--- src/rtl/synth_pitch_pkg.sv ---
// Shared types and helpers for the pitch-glide slice of the synth engine.
// Slot numbering is voice-major: all oscillators of a voice are adjacent.
package synth_pitch_pkg;

    localparam int DEFAULT_PW = 24;

    // 2'b11 is deliberately not a member; it falls through to "off".
    typedef enum logic [1:0] {
        GLIDE_OFF = 2'b00,
        GLIDE_LIN = 2'b01,
        GLIDE_EXP = 2'b10
    } glide_mode_e;

    function automatic int unsigned slot_idx(input int unsigned vx,
                                             input int unsigned ox,
                                             input int unsigned n_osc);
        return vx * n_osc + ox;
    endfunction

endpackage

--- src/rtl/glide_step.sv ---
// One portamento step: moves cur toward target by the snap, linear or
// exponential rule, never past target and never wrapping.
module glide_step
    import synth_pitch_pkg::*;
#(
    parameter int PW        = DEFAULT_PW,
    parameter int LIN_SHIFT = 4
) (
    input  logic [PW-1:0] cur,
    input  logic [PW-1:0] target,
    input  logic [1:0]    mode,
    input  logic [7:0]    rate,
    input  logic          snap,
    output logic [PW-1:0] next
);

    logic signed [PW:0] diff;
    logic signed [PW:0] neg_diff;
    logic               up;
    logic [PW-1:0]      mag;
    logic [8:0]         lin_base;
    logic [PW-1:0]      lin_step;
    logic [PW-1:0]      exp_step;
    logic [4:0]         exp_shift;

    always_comb begin
        diff      = $signed({1'b0, target}) - $signed({1'b0, cur});
        neg_diff  = -diff;
        up        = ~diff[PW];
        mag       = up ? diff[PW-1:0] : neg_diff[PW-1:0];
        lin_base  = 9'd256 - {1'b0, rate};
        lin_step  = PW'(lin_base) << LIN_SHIFT;
        exp_shift = {1'b0, rate[7:4]} + 5'd1;
        exp_step  = mag >> exp_shift;
    end

    // A step is only taken when it lands strictly short of target, so the
    // result stays between cur and target without any overflow handling.
    always_comb begin
        next = target;
        if (!snap) begin
            case (mode)
                GLIDE_LIN: begin
                    if (mag > lin_step)
                        next = up ? (cur + lin_step) : (cur - lin_step);
                end
                GLIDE_EXP: begin
                    if (exp_step != '0)
                        next = up ? (cur + exp_step) : (cur - exp_step);
                end
                default: next = target;
            endcase
        end
    end

endmodule

--- src/rtl/pitch_glide.sv ---
// Per-slot portamento engine: holds the current pitch of every voice x
// oscillator slot and moves it toward the streamed target on each visit.
module pitch_glide
    import synth_pitch_pkg::*;
#(
    parameter int VOICES    = 8,
    parameter int V_OSC     = 4,
    parameter int V_WIDTH   = 3,
    parameter int O_WIDTH   = 2,
    parameter int PW        = DEFAULT_PW,
    parameter int LIN_SHIFT = 4
) (
    input  logic               sCLK_XVXOSC,
    input  logic               reset_reg,
    // slot_valid qualifies slot_vx/slot_ox/target_pitch for exactly one
    // cycle; there is no ready, a slot is accepted every cycle it is valid.
    input  logic               slot_valid,
    input  logic [V_WIDTH-1:0] slot_vx,
    input  logic [O_WIDTH-1:0] slot_ox,
    input  logic [PW-1:0]      target_pitch,
    input  logic               note_trig,
    input  logic [V_WIDTH-1:0] trig_vx,
    input  logic               legato,
    input  logic [1:0]         glide_mode,
    input  logic [7:0]         glide_rate,
    output logic               out_valid,
    output logic [V_WIDTH-1:0] out_vx,
    output logic [O_WIDTH-1:0] out_ox,
    output logic [PW-1:0]      glide_pitch,
    output logic [VOICES-1:0]  glide_active
);

    localparam int NSLOT = VOICES * V_OSC;
    localparam int SW    = V_WIDTH + O_WIDTH;

    logic [PW-1:0]     cur_q [NSLOT];
    logic [NSLOT-1:0]  snap_pend_q;
    logic [NSLOT-1:0]  busy_q;

    logic               s1_valid;
    logic [V_WIDTH-1:0] s1_vx;
    logic [O_WIDTH-1:0] s1_ox;
    logic [SW-1:0]      s1_idx;
    logic [PW-1:0]      s1_target;
    logic [PW-1:0]      s1_cur;
    logic [1:0]         s1_mode;
    logic [7:0]         s1_rate;

    logic [SW-1:0]      in_idx;
    logic [PW-1:0]      step_next;

    assign in_idx = SW'(slot_idx(32'(slot_vx), 32'(slot_ox), V_OSC));

    glide_step #(
        .PW        (PW),
        .LIN_SHIFT (LIN_SHIFT)
    ) u_step (
        .cur    (s1_cur),
        .target (s1_target),
        .mode   (s1_mode),
        .rate   (s1_rate),
        .snap   (snap_pend_q[s1_idx]),
        .next   (step_next)
    );

    // Stage 1: capture the slot and read its pitch, taking the value being
    // written this edge when the same slot is back-to-back.
    always_ff @(posedge sCLK_XVXOSC or posedge reset_reg) begin
        if (reset_reg) begin
            s1_valid  <= 1'b0;
            s1_vx     <= '0;
            s1_ox     <= '0;
            s1_idx    <= '0;
            s1_target <= '0;
            s1_cur    <= '0;
            s1_mode   <= '0;
            s1_rate   <= '0;
        end else begin
            s1_valid <= slot_valid;
            if (slot_valid) begin
                s1_vx     <= slot_vx;
                s1_ox     <= slot_ox;
                s1_idx    <= in_idx;
                s1_target <= target_pitch;
                s1_mode   <= glide_mode;
                s1_rate   <= glide_rate;
                s1_cur    <= (s1_valid && (s1_idx == in_idx)) ? step_next
                                                              : cur_q[in_idx];
            end
        end
    end

    // Stage 2: commit the stepped pitch and the per-slot busy flag.
    always_ff @(posedge sCLK_XVXOSC or posedge reset_reg) begin
        if (reset_reg) begin
            for (int s = 0; s < NSLOT; s++) cur_q[s] <= '0;
            busy_q <= '0;
        end else if (s1_valid) begin
            cur_q[s1_idx]  <= step_next;
            busy_q[s1_idx] <= (step_next != s1_target);
        end
    end

    // A note trigger landing on the same edge as a visit's clear wins, so
    // that slot snaps again on its following visit.
    always_ff @(posedge sCLK_XVXOSC or posedge reset_reg) begin
        if (reset_reg) begin
            snap_pend_q <= '1;
        end else begin
            if (s1_valid)
                snap_pend_q[s1_idx] <= 1'b0;
            if (note_trig && !legato) begin
                for (int unsigned o = 0; o < V_OSC; o++)
                    snap_pend_q[SW'(slot_idx(32'(trig_vx), o, V_OSC))] <= 1'b1;
            end
        end
    end

    always_ff @(posedge sCLK_XVXOSC or posedge reset_reg) begin
        if (reset_reg) begin
            out_valid   <= 1'b0;
            out_vx      <= '0;
            out_ox      <= '0;
            glide_pitch <= '0;
        end else begin
            out_valid <= s1_valid;
            if (s1_valid) begin
                out_vx      <= s1_vx;
                out_ox      <= s1_ox;
                glide_pitch <= step_next;
            end
        end
    end

    // busy_q is already registered, so this tracks the stage-2 write edge.
    always_comb begin
        glide_active = '0;
        for (int unsigned v = 0; v < VOICES; v++) begin
            for (int unsigned o = 0; o < V_OSC; o++) begin
                if (busy_q[SW'(slot_idx(v, o, V_OSC))])
                    glide_active[v] = 1'b1;
            end
        end
    end

endmodule

--- config.mk ---
export PLATFORM = sky130hd
export DESIGN_NAME = pitch_glide
export DESIGN_NICKNAME = d
export VERILOG_FILES = /design/src/rtl/synth_pitch_pkg.sv /design/src/rtl/glide_step.sv /design/src/rtl/pitch_glide.sv
export SDC_FILE = /design/constraint.sdc
export NUM_CORES = 2
export LEC_CHECK = 0
export CORE_ASPECT_RATIO = 0.5
export CORE_UTILIZATION = 59
export CTS_BUF_LIST = sky130_fd_sc_hd__clkbuf_2 sky130_fd_sc_hd__clkbuf_4 sky130_fd_sc_hd__clkbuf_8
export DETAILED_ROUTE_END_ITERATION = 16
export PLACE_DENSITY_LB_ADDON = 0.05
export SYNTH_ARGS = -nofsm -noshare
export SYNTH_HDL_FRONTEND = slang
export SYNTH_SLANG_ARGS = --single-unit
--- constraint.sdc ---
create_clock -name sCLK_XVXOSC -period 31.8 [get_ports sCLK_XVXOSC]
set_clock_uncertainty 0.15 [all_clocks]
set_input_delay 6.36 -clock sCLK_XVXOSC [delete_from_list [all_inputs] [get_ports sCLK_XVXOSC]]
set_output_delay 6.36 -clock sCLK_XVXOSC [all_outputs]
set_load 0.02 [all_outputs]
Word level (Yosys, flattened, before mapping)
Index checks and enable logic that the tools add are counted.
Word-level totals
  latch bits: 0
  output and inout port bits: 38
  RAM bits: 0
  input port bits: 47
  register bits after elaboration: 931
  logic and storage cells: 156
  memories kept: 0
  bits in read-only memories: 0
Cells by class
  reduce and logical (&&, ||, !) cells: 10
  multipliers: 0
  bitwise gates (word level): 8
  divide/modulo/power cells: 0
  order comparisons: 14
  shift-type cells: 1
  $add $sub $neg: 12
  eq/ne operators: 4
  multiplexer cells: 61
Operators by type and width (number)
  bitwise mux 768 bit: 1
  2-to-1 mux 24 bit: 10
  binary-select mux 24 bit (select 5 bit): 1
  demux 24 bit (select 5 bit): 1
  bitwise OR 32 bit: 3
  2-to-1 mux 32 bit: 2
  case mux 24 bit (2 select lines): 1
  2-to-1 mux 1 bit: 38
  AND 32 bit: 1
  bitwise mux 32 bit: 1
  inverter 32 bit: 1
  bitwise OR 32 x 29 -> 32 bit: 1
  < comparator 5 x 6 -> 1 bit (second input constant): 5
  greater-or-equal comparator 5 x 1 -> 1 bit (second input constant): 5
  subtractor 24 x 24 -> 25 bit: 1
  adder 24 x 13 -> 24 bit: 1
  adder 24 bit: 1
  greater-than comparator 24 x 13 -> 1 bit: 1
  inequality test 24 bit: 1
  negator 24 bit: 1
  nonzero test 24 bit: 1
  right shift 24 x 5 -> 24 bit: 1
  subtractor 24 x 13 -> 24 bit: 1
  subtractor 24 bit: 1
  other kinds (16): 29

Logic depth before layout (Yosys ltp)
  depth in word-level cells: 12
  depth in mapped cells: 41
  gate-level depth less buffers: 37

Modules after synthesis
Synthesis repeated with hierarchy kept, for this count alone.
Second synthesis, totals
  cells, all modules: 4020
  area total of the unflattened synthesis: 49945.4 um^2
By module, submodules not included
  pitch_glide: sequential area each 23212.3 um^2, instances 1, cells an instance 2735, area an instance 41574.9 um^2
  glide_step: sequential area each 0.0 um^2, instances 1, cells an instance 1285, area an instance 8370.5 um^2

Least setup slack after synthesis
Ideal clock, no wire load.
  path type: input to register
  start: in slot_ox[0]
  end: reg s1_cur[5]
  buffers on the path: 4
  slack: 22110 ps
  stages on the path: 9
  data required time: 31530 ps
  library setup time: 120 ps
  arrival time: 9420 ps
  cells stage by stage: clkbuf_1 -> clkbuf_1 -> buf_1 -> buf_1 -> mux4_2 -> mux4_2 -> mux2i_1 -> nand2_1 -> a31o_2
On the way
  cells in the longest elaborated chain, start to end: 6
  elaborated cells between the ends (all ways): 8
  classes of those cells: add/sub (1); eq/ne (1); mux (4); bitwise (1); reduce/logical (1)
RTL lines
  start, declared: RTL line pitch_glide.sv:19  | input logic [O_WIDTH-1:0] slot_ox,
  adder 5 x 2 -> 5 bit *: RTL line synth_pitch_pkg.sv:17  | return vx * n_osc + ox;
  inverter 5 -> 6 bit (not written as such): RTL line pitch_glide.sv:88  | : cur_q[in_idx];
  binary-select mux 24 bit (select 5 bit): RTL line pitch_glide.sv:88
  2-to-1 mux 24 bit (not written as such) (2 in a row): RTL line pitch_glide.sv:88
  2-to-1 mux 24 bit *: RTL line pitch_glide.sv:87  | s1_cur <= (s1_valid && (s1_idx == in_idx)) ? step_next
  end signal, assigned: RTL line pitch_glide.sv:87
  end, declared: RTL line pitch_glide.sv:45  | logic [PW-1:0] s1_cur;
Mark *: on every way between the ends. The rest lies on a longest branch, timed or not. The select of a mux whose other input is x is not followed.
A chain may end at the register's enable or synchronous reset.

Worst setup path after layout
  start: reg s1_target[1]
  end: reg busy_q[9]
On the way
  cells in the longest elaborated chain, start to end: 11
  elaborated cells between the ends (all ways): 16
  classes of those cells: add/sub (4); order compare (1); eq/ne (1); shift (1); mux (8); reduce/logical (1)
RTL lines
  start, declared: RTL line pitch_glide.sv:44  | logic [PW-1:0] s1_target;
  start signal, assigned: RTL line pitch_glide.sv:84  | s1_target <= target_pitch;
  subtractor 24 x 24 -> 25 bit: RTL line glide_step.sv:27  | diff = $signed({1'b0, target}) - $signed({1'b0, cur});
  negator 24 bit: RTL line glide_step.sv:28  | neg_diff = -diff;
  2-to-1 mux 24 bit: RTL line glide_step.sv:30  | mag = up ? diff[PW-1:0] : neg_diff[PW-1:0];
  right shift 24 x 5 -> 24 bit: RTL line glide_step.sv:34  | exp_step = mag >> exp_shift;
  adder 24 bit or subtractor 24 bit (tied branches): RTL line glide_step.sv:49  | next = up ? (cur + exp_step) : (cur - exp_step);
  2-to-1 mux 24 bit: RTL line glide_step.sv:49
  2-to-1 mux 24 bit: RTL line glide_step.sv:48  | if (exp_step != '0)
  case mux 24 bit (2 select lines): RTL line glide_step.sv:42  | case (mode)
  2-to-1 mux 24 bit: RTL line glide_step.sv:41  | if (!snap) begin
  inequality test 24 bit *: RTL line pitch_glide.sv:100  | busy_q[s1_idx] <= (step_next != s1_target);
  bitwise mux 32 bit *: RTL line pitch_glide.sv:100
  end signal, assigned by index: RTL line pitch_glide.sv:100
  end, declared: RTL line pitch_glide.sv:38  | logic [NSLOT-1:0] busy_q;
Mark *: on every way between the ends. The rest lies on a longest branch, timed or not.

==> results list <==
- The run finished with clean final reports.
* Post-Route Hold Slack: ~0.33 ns
- Routed wire length: roughly 170,000 microns
- Quantity of I/O buffers inserted on ports: 84
- # DRC: 0
- Initial antenna violation count: 7
- Via/cell ratio: about 6.7
- Synthesized cell area: around 0.050 sq mm
- For this run, the share of the core covered by cells in the final layout is 0.659.
- Row generation in the floorplan step produced 74 rows.
- Slew Limit Headroom: 0.0783
- Synthesis-to-layout area growth: 9.45%
* Leakage dissipation: ~0.024 uW
* Starting Density: 0.602
- Count of hold buffers inserted by post-cts repair: 0
- The first detailed-routing pass took 7 iterations.
- For this run, asynchronously set or reset flops after synthesis account for 1.00.
- For the worst flop-to-flop path, the logic depth is 31.
- Peak per-stage delay on the critical path: about 1.1 ns
- Clock insertion delay at the later pin of the skew report: 0.85 ns
- Part of the Yosys area used for sequential elements: 0.468
* Max stage delay cell, worst path: sky130_fd_sc_hd__mux2i_4
- Measured along the x axis, the die boundary spans 412 microns.
- The detailed router finished its first iteration with slightly above 5,000 violations.
- The tool flagged a number of max-cap violations equal to 0.
- After synthesis, the mean cell area works out to 9.89 sq um.
- Number of cells upsized or downsized after cts: 0
- Number of H-tree levels: 4
- Setup Crit Path Kind: reg -> reg
* Unique masters post-synth: ~100
- Once routing completed, OpenROAD measured the worst setup slack at 20.56 ns.
- Global routing finished with a remaining overflow of 0.
* Slew @ Worst Pin: ~1.4 ns
- Setup violations remaining at the end of the flow were counted as 0.
- Commonest register cell after synthesis: sky130_fd_sc_hd__dfrtp_1
- The clock passes through at most 3 buffers.
- Peak Freq: about 89 MHz
* Post-synthesis sequential element count: 926
- The floorplan step defined a die boundary enclosing ~0.085 sq mm.
- Dividing the final minimum period by the clock period gives 0.353.
- Post-placement worst setup slack: between 20 and 25 ns
- Number of global-route vias before repair: 39,500
- Worst flop-to-flop path startpoint: s1_target[1]$_DFFE_PP0P_
- GRT Total Usage: 0.400
* Last weighted congestion value of the routability-driven placer: between 1 and 1.5
- Die height: a little over 200 microns
- Setup slack on the worst reg-to-reg path comes out at 20.56 ns.
- Wire length of the first global-routing pass: 254,000 microns
* Type of element capturing the critical path: flop
- Yosys printed 0 warnings.
- At the worst endpoint, the arrival time is between 10 and 15 ns.
- The region available for standard cell placement spans ~0.082 sq mm.
- In this design, the critical path's most frequently occurring cell is sky130_fd_sc_hd__o21ai_0.
* Min-Delay Path Class: reg -> reg
- Final net count: between 5,000 and 6,000
- Critical-path maximum fanout: 32
* Root buffer cell: sky130_fd_sc_hd__clkbuf_8
- The clock drives between 900 and 1,000 sinks.
- Number of routed nets with antenna violations: 0
* Pwr/cell area: approximately 100 mW/mm^2
* Post-layout min period: between 10 and 15 ns
* Setup repair after global routing missed its margin: false
- Startpoint types: flop
- Number of fillers in the final layout: 6,579
- IO Pins: 85
- STA puts the critical path data required time at around 32 ns.
* Capture point of the worst path: busy_q[9]$_DFFE_PP0P_
- The number of hold violations in the final report was 0.
- The number of nets in the synthesized netlist is 5,149.
- Ratio of cells with drive above 1 in the final layout: 0.167
- Counting every instance in the synthesized netlist gives ~5,000.
- Summed over all failing endpoints, the final setup total negative slack is 0 ns.
* Total vias in the final route: roughly 41,000
- Reg-to-reg endpoint: busy_q[9]$_DFFE_PP0P_
* Clock buffers created by TritonCTS: 133
- Buffers added to address setup during post-CTS repair amount to 0.
* Total power of the final layout: between 5000 and 6000 uW
- VDD sags by at most about 0.054 mV.
* TritonCTS clock tree: built
* Hold Startpoint: cur_q[107]$_DFFE_PP0P_
- The HPWL after detailed placement is 110,000 microns.
- Source of the critical timing path: s1_target[1]$_DFFE_PP0P_
* Mean routed wirelength per cell: roughly 27 microns
- The number of pins exceeding their max-slew limit in the final report was 0.
* Maximum number of pins on one net before global-route repair: 187
* Number of enable flip-flop cells after synthesis: 0
- Clock-pin slew was measured on the worst setup and hold paths at approximately 0.080 ns.
critical path: cells and delay by family (launching register included):
family / cells / cell delay [ns]
flops: 1 / 0.60
xor+xnor: 5 / 1.69
buf+inv: 3 / 0.53
compound gates: 10 / 2.43
fa+ha+maj: 2 / 0.78
simple gates: 10 / 3.70
mux: 1 / 1.10
synth_stat cells, types with 21 or more instances:
| cell type | instances | share of area |
|---|---|---|
| sky130_fd_sc_hd__dfstp_2 | 32 | 0.017 |
| sky130_fd_sc_hd__nand4_1 | 36 | 0.0045 |
| sky130_fd_sc_hd__o21ai_0 | 783 | 0.079 |
| sky130_fd_sc_hd__o21a_1 | 28 | 0.0042 |
| sky130_fd_sc_hd__o31ai_1 | 21 | 0.0032 |
| sky130_fd_sc_hd__nand3_1 | 76 | 0.0077 |
| sky130_fd_sc_hd__buf_1 | 45 | 0.0034 |
| sky130_fd_sc_hd__o211ai_1 | 31 | 0.0047 |
| sky130_fd_sc_hd__a31oi_1 | 28 | 0.0035 |
| sky130_fd_sc_hd__a21o_1 | 55 | 0.0083 |
| sky130_fd_sc_hd__and3_1 | 21 | 0.0026 |
| sky130_fd_sc_hd__ha_1 | 81 | 0.020 |
| sky130_fd_sc_hd__a21oi_1 | 184 | 0.019 |
| sky130_fd_sc_hd__a211oi_1 | 32 | 0.0048 |
| sky130_fd_sc_hd__mux4_2 | 254 | 0.12 |
| sky130_fd_sc_hd__o22ai_1 | 22 | 0.0028 |
| sky130_fd_sc_hd__clkbuf_1 | 349 | 0.026 |
| sky130_fd_sc_hd__xor2_1 | 44 | 0.0078 |
| sky130_fd_sc_hd__o21ai_1 | 34 | 0.0034 |
| sky130_fd_sc_hd__nor2_1 | 246 | 0.019 |
| sky130_fd_sc_hd__nand2b_1 | 25 | 0.0032 |
| sky130_fd_sc_hd__dfrtp_1 | 894 | 0.45 |
| sky130_fd_sc_hd__inv_1 | 73 | 0.0055 |
| sky130_fd_sc_hd__mux2i_1 | 33 | 0.0067 |
| sky130_fd_sc_hd__buf_2 | 29 | 0.0029 |
| sky130_fd_sc_hd__nand2_1 | 988 | 0.075 |
| sky130_fd_sc_hd__nor4_1 | 21 | 0.0026 |
| sky130_fd_sc_hd__and2_1 | 21 | 0.0026 |
| sky130_fd_sc_hd__mux2_2 | 72 | 0.016 |
| sky130_fd_sc_hd__nor3_1 | 48 | 0.0048 |
| sky130_fd_sc_hd__xnor2_1 | 58 | 0.010 |
registers in the layout, indices dropped and copies added, names as in the netlist, 2 cells and up:
signal / flops
cur_q: 768
out_vx: 3
s1_vx: 3
s1_rate: 8
out_ox: 2
s1_target: 24
glide_pitch: 24
s1_mode: 2
snap_pend_q: 32
busy_q: 32
s1_cur: 24
cell families (layout without fill, tap and decap cells):
logic type                 Yosys count  count (layout)  synth area share
AOI/OAI and AO/OA                 1443            1443             0.174
xor gates and xnor gates           104             104            0.0187
adders and majority gates           84              84            0.0216
buffers and inverters              505             509            0.0394
DFF                                926             926             0.468
muxes                              359             359             0.138
other                                0               2                 0
and+or+nand+nor                   1597            1597             0.140
worst min-delay path by stage:
stage | end | slack (ns) | depth (start not counted)
CTS | cur_q[401]$_DFFE_PP0P_ | 0.33 | 2
detailed placement | cur_q[401]$_DFFE_PP0P_ | 0.31 | 2
floorplan | out_valid$_DFF_PP0_ | 0.25 | 0
global placement | cur_q[65]$_DFFE_PP0P_ | 0.30 | 2
global route | cur_q[107]$_DFFE_PP0P_ | 0.34 | 2
finish | cur_q[107]$_DFFE_PP0P_ | 0.33 | 2
stage by stage:
step                std cells  cell area (sq um)
global route             6125              54300
global placement         5879              51300
floorplan                5018              49600
CTS                      6124              54300
detailed placement       5879              51300
finish                   6126              54300
where the power goes:
part	switching, uW	internal, uW	total, uW
sequential	249	1620	1870
combinational	1590	948	2530
clock	503	582	1090
routing by layer:
| metal | up-vias | part of all wire | global-route usage |
|---|---|---|---|
| met4 | 2 | 0.051 | 0.189 |
| met1 | 20400 | 0.40 | 0.558 |
| met5 | - | 0.000077 | 0 |
| met2 | 2179 | 0.45 | 0.600 |
| met3 | 506 | 0.099 | 0.0895 |
| li1 | 17800 | - | - |
cells in the final DEF, fill, tap and decap left out, drive strengths merged, types with 76 or more instances in the layout:
| master | count |
|---|---|
| a21oi | 186 |
| dfrtp | 894 |
| clkdlybuf4s50 | 78 |
| clkbuf | 214 |
| nand3 | 76 |
| o21ai | 828 |
| mux4 | 254 |
| nand2 | 988 |
| ha | 81 |
| nor2 | 247 |
| buf | 110 |
| inv | 81 |
layout make-up:
type,instances,area [sq um],area share
Antenna cell,2,5.00,0.0000922
Clock buffer,213,2720,0.0501
Clock inverter,32,325,0.00599
Inverter,75,285,0.00525
Multi-Input combinational cell,3587,24700,0.455
Sequential cell,926,23200,0.427
Tap cell,1102,1380,0.0254
Timing Repair Buffer,189,1660,0.0306
Note: power is estimated with default switching activity, not from simulation.
